[config.mk]
export PLATFORM = sky130hd
export DESIGN_NAME = game_controller
export DESIGN_NICKNAME = d
export VERILOG_FILES = /design/src/rtl/game_controller.sv
export SDC_FILE = /design/constraint.sdc
export NUM_CORES = 1
export LEC_CHECK = 0
export ABC_AREA = 1
export CORE_MARGIN = 2
export CORE_UTILIZATION = 55
export DETAILED_ROUTE_END_ITERATION = 8
export GPL_TIMING_DRIVEN = 0
export PLACE_DENSITY = 0.87
export SYNTH_ARGS = -nofsm -noshare
export SYNTH_HDL_FRONTEND = slang
export SYNTH_SLANG_ARGS = --single-unit
[constraint.sdc]
create_clock -name CLOCK_25 -period 2.8 [get_ports CLOCK_25]
set_input_delay 0.56 -clock CLOCK_25 [delete_from_list [all_inputs] [get_ports CLOCK_25]]
set_output_delay 0.56 -clock CLOCK_25 [all_outputs]
set_load 0.01 [all_outputs]
[src/rtl/game_controller.sv]
// Pong match sequencer: game state, scores, winner colour and ball/paddle gating.
// Every output is registered; `state` is the encoded FSM register itself.
module game_controller #(
  parameter int unsigned WIN_SCORE    = 7,
  parameter int unsigned SERVE_FRAMES = 60,
  parameter int unsigned POINT_FRAMES = 90
) (
  input  logic       CLOCK_25,
  input  logic       reset,
  input  logic       frame_tick,
  input  logic       key_continue,
  input  logic       key_pause,
  input  logic       point_1,
  input  logic       point_2,
  output logic       run,
  output logic       ball_reset,
  output logic       serve_left,
  output logic [2:0] score_1,
  output logic [2:0] score_2,
  output logic [2:0] winner_color,
  output logic [2:0] state
);

  typedef enum logic [2:0] {
    S_IDLE     = 3'd0,
    S_SERVE    = 3'd1,
    S_PLAY     = 3'd2,
    S_POINT    = 3'd3,
    S_PAUSED   = 3'd4,
    S_GAMEOVER = 3'd5
  } state_t;

  localparam logic [7:0] SERVE_CNT = 8'(SERVE_FRAMES);
  localparam logic [7:0] POINT_CNT = 8'(POINT_FRAMES);
  localparam logic [2:0] WIN       = 3'(WIN_SCORE);

  state_t     state_q;
  state_t     resume_q;
  logic [7:0] counter;
  logic       cont_prev;
  logic       pause_prev;
  logic       cont_press;
  logic       pause_press;
  logic [2:0] score_1_inc;
  logic [2:0] score_2_inc;

  // A simultaneous pause press always suppresses the continue press.
  assign pause_press = pause_prev & ~key_pause;
  assign cont_press  = cont_prev & ~key_continue & ~pause_press;
  assign score_1_inc = score_1 + 3'd1;
  assign score_2_inc = score_2 + 3'd1;
  assign state       = state_q;

  always_ff @(posedge CLOCK_25) begin
    if (reset) begin
      state_q      <= S_IDLE;
      resume_q     <= S_IDLE;
      counter      <= '0;
      cont_prev    <= 1'b1;
      pause_prev   <= 1'b1;
      run          <= 1'b0;
      ball_reset   <= 1'b0;
      serve_left   <= 1'b0;
      score_1      <= '0;
      score_2      <= '0;
      winner_color <= '0;
    end else begin
      cont_prev  <= key_continue;
      pause_prev <= key_pause;
      ball_reset <= 1'b0;
      case (state_q)
        S_IDLE: begin
          if (cont_press) begin
            state_q    <= S_SERVE;
            ball_reset <= 1'b1;
            counter    <= SERVE_CNT;
          end
        end
        S_SERVE: begin
          if (pause_press) begin
            state_q  <= S_PAUSED;
            resume_q <= S_SERVE;
          end else if (frame_tick) begin
            if (counter == 8'd1) begin
              state_q <= S_PLAY;
              run     <= 1'b1;
            end else begin
              counter <= counter - 8'd1;
            end
          end
        end
        S_PLAY: begin
          // Point events outrank a pause press; point_1 outranks point_2.
          if (point_1) begin
            run        <= 1'b0;
            score_1    <= score_1_inc;
            serve_left <= 1'b0;
            if (score_1_inc == WIN) begin
              state_q      <= S_GAMEOVER;
              winner_color <= 3'b001;
            end else begin
              state_q <= S_POINT;
              counter <= POINT_CNT;
            end
          end else if (point_2) begin
            run        <= 1'b0;
            score_2    <= score_2_inc;
            serve_left <= 1'b1;
            if (score_2_inc == WIN) begin
              state_q      <= S_GAMEOVER;
              winner_color <= 3'b100;
            end else begin
              state_q <= S_POINT;
              counter <= POINT_CNT;
            end
          end else if (pause_press) begin
            run      <= 1'b0;
            state_q  <= S_PAUSED;
            resume_q <= S_PLAY;
          end
        end
        S_POINT: begin
          if (frame_tick) begin
            if (counter == 8'd1) begin
              state_q    <= S_SERVE;
              ball_reset <= 1'b1;
              counter    <= SERVE_CNT;
            end else begin
              counter <= counter - 8'd1;
            end
          end
        end
        S_PAUSED: begin
          if (cont_press) begin
            state_q <= resume_q;
            run     <= (resume_q == S_PLAY);
          end
        end
        S_GAMEOVER: begin
          if (cont_press) begin
            state_q      <= S_SERVE;
            ball_reset   <= 1'b1;
            counter      <= SERVE_CNT;
            score_1      <= '0;
            score_2      <= '0;
            winner_color <= '0;
          end
        end
        default: begin
          state_q <= S_IDLE;
          run     <= 1'b0;
        end
      endcase
    end
  end

endmodule

==> summary.txt, run 1 <==
# DRC -> 0
Fin Hold WS -> 0.4791 ns
Combinational Power Share -> 0.574
Placer Congestion -> 0.9013
fin nets -> 296
CP arrival -> 1.45 ns
FFs w/ async S/R, synth -> 0
DR iter-0 viols -> 76
Die ar. -> 3562 µm²
largest net degree at the start of global routing -> 15
Worst Setup SP -> state[1]
CTS tree -> yes
WS Path Type -> flip-flop to primary output
CP endpoint kind -> primary output
H-tree depth -> 1
Post-DRT Antenna Nets -> 0
first-pass GRT wire length -> 6.417 mm
GRT Total Usage -> 0.2318
final setup TNS -> 0 ns
final WL -> 3.877 mm
clock latency on the worst-skew pair -> 0.33 ns
largest area contributor in the netlist -> dfxtp_1
Reg power frac -> 0.308
core footprint -> 3003 µm²
post-CTS setup buffer count -> 0
CTS root buf -> clkbuf_4
hold_buf cts -> 0
Cell variety after synth -> 32
Clock Power Share -> 0.118
Net Count, Synth -> 272
Hold Vio Cnt, Final -> 0
RSZ-0062 raised after global routing -> false
vias per cell -> 5.362
worst rel slew slack -> 0.5913
outcome -> finished clean
mapped cell area -> 1705 µm²
vias in the first global route -> 1502
Clk pin slew, worst setup/hold paths -> 0.15 ns
die width -> 59.69 µm
P_leak -> 0.8879 nW
met3 usage -> 0.02165
area fraction of the dominant cell type after synthesis -> 0.3052
Die Height -> 59.69 µm
flops & latches, synth -> 26
Setup violations, final -> 0
CTS Sinks -> 26
Starting Density -> 0.5679
Worst Skew -> 0.01114 ns
GRT overflow -> 0
Startpoint Class -> flip-flop
Clock Path Buffers -> 2
pwr dens -> 838.0 nW/µm²
antenna cells -> 0
Net Sw Frac -> 0.4753
Filler cells -> 275
Commonest cells post-synth -> nand2_1, inv_1, dfxtp_1
# rows -> 20
CP cell instances -> clkdlybuf4s50_1
gate count of the mapped netlist -> 259
count leader, synth -> nand2_1
Hold Path Class -> flip-flop to flip-flop
most used routing layer -> met2
Crit path buffers/inverters -> 1
number of port buffers -> 19
predominant post-synthesis flop cell -> dfxtp_1
GRT met1 Usage -> 0.3110
I/O pin cnt -> 22
Critical Path Max Stage Delay -> 0.60 ns
share of layout cells above drive strength 1 -> 0.1596
register area share after synthesis -> 0.3052
via count -> 1689
peak supply drop -> 0.4212 mV
Slew @ Worst Pin -> 0.6131 ns
initial antenna violation count -> 0
Worst Hold Launch -> winner_color[0]
Post-synth EDFFs -> 0
maxcap violations -> 0
Slew Viols, Final -> 0
reg-to-reg critical path startpoint -> state[1]
fmax -> 0.4972 GHz
Ys Warns -> 0
top cells by area, synth -> dfxtp_1, nand2_1, a21oi_1
WP data required -> 2.24 ns
CTS resizes -> 0
total CTS buffers -> 3
Avg WL per Cell -> 12.31 µm
met2 Use GR -> 0.3882
CP max FO -> 6
syn avg cell area -> 6.585 µm²
detailed-placement wirelength estimate -> 2.932 mm
DRT Pass-1 Iters -> 4
Slowest cell on crit path -> clkdlybuf4s50_1
switching power -> 786.0 µW
Period Utilization, post-route -> 0.7183
min cycle time layout -> 2.011 ns
critical path's top delay family -> buffers and inverters
Int Power -> 867.5 µW
Area Growth Syn to Fin -> 15.70%
-- through the flow --
step | std cells | util | total power, mW | area, µm² | worst slack (ns)
finish | 315 | 0.6571 | 1.653 | 1973 | 0.7888
global route | 315 | 0.6571 | 1.794 | 1973 | 0.7020
CTS | 315 | 0.6571 | 1.656 | 1973 | 0.7826
detailed placement | 311 | 0.6450 | 1.458 | 1937 | 0.5807
global placement | 311 | 0.6450 | 1.435 | 1937 | 0.5874
floorplan | 259 | - | 1.253 | 1705 | 1.294
-- layer usage --
| metal | wire length [µm] | up-vias |
|---|---|---|
| li1 | - | 871 |
| met1 | 1701 | 750 |
| met2 | 1785 | 60 |
| met3 | 312 | 8 |
| met4 | 76 | 0 |
| met5 | 0 | - |
-- cell families after synthesis --
kind of cell | count (synthesis) | share of synthesized area
AO/OA/AOI/OAI | 44 | 0.1350
XOR/XNOR | 2 | 0.01027
adder cells (fa/ha/maj) | 6 | 0.04402
buffers and inverters | 45 | 0.1027
flip-flops | 26 | 0.3052
other | 1 | 0.002199
AND/OR/NAND/NOR | 135 | 0.4006
-- cell usage in the layout, fill, tap and decap left out, drive strengths merged, types with 3 or more instances in the layout --
cell | netlist | final
nor3 | 3 | 3
nand4 | 3 | 3
inv | 41 | 41
clkbuf | 2 | 6
dfxtp | 26 | 26
nor2 | 22 | 22
clkdlybuf4s50 | 0 | 19
nand3 | 22 | 22
o21ai | 17 | 17
nand2 | 81 | 81
a21oi | 24 | 24
ha | 6 | 6
-- worst paths after layout --
| check | end | slack (ns) | cells after the start |
|---|---|---|---|
| setup / recovery | state[1] | 0.79 | 1 |
| hold / removal | winner_color[0] | 0.48 | 2 |
| setup reg to reg | counter[6] | 1.09 | 7 |
| hold reg to reg | winner_color[0] | 0.48 | 2 |
-- power groups by stage --
stage	sequential (mW)	combinational, mW	clock, mW
floorplan	0.513	0.740	0
global placement	0.514	0.922	0
detailed placement	0.517	0.941	0
CTS	0.508	0.948	0.199
global route	0.520	1.06	0.212
finish	0.509	0.949	0.196
-- final cells by class --
cell class,instances,area [µm²],area share
tap,33,41.29,0.02093
timing repair buffer,19,190.2,0.09639
inverter,42,160.2,0.08117
multi-input combinational,188,1010,0.5117
sequential,26,520.5,0.2638
buffer,3,15.01,0.007609
clock buffer,4,36.28,0.01839
-- flip-flops by register name (all words and copies together), names as in the netlist --
signal	count
winner_color	2
ball_reset	1
run	1
score_1	3
cont_prev	1
state	3
score_2	3
serve_left	1
pause_prev	1
resume_q	2
counter	8
-- tightest hold or removal path, stage by stage (launching register included) --
cell and delay [ns]:
dfxtp_1 0.34, nand2_1 0.06, a21oi_1 0.06
Note: power is estimated with default switching activity, not from simulation.
==> run 2, diff against run 1 <==
Clock period 2.8 ns to 1.97 ns, I/O delays scaled along.
==> results of run 2 <==
Same layout as run 1 (identical final DEF). Status: finished clean.
Main changes from that run: setup slack after placement 0.5807 ns -> -0.08329 ns; setup slack after layout 0.7888 ns -> 0.1248 ns; hold slack 0.4791 ns -> 0.4543 ns; register-to-register setup slack 1.09 ns -> 0.26 ns; end point of the worst hold path winner_color[0] -> resume_q[1]; total power 1.653 mW -> 2.350 mW; worst IR drop on VDD 0.4212 mV -> 0.5987 mV
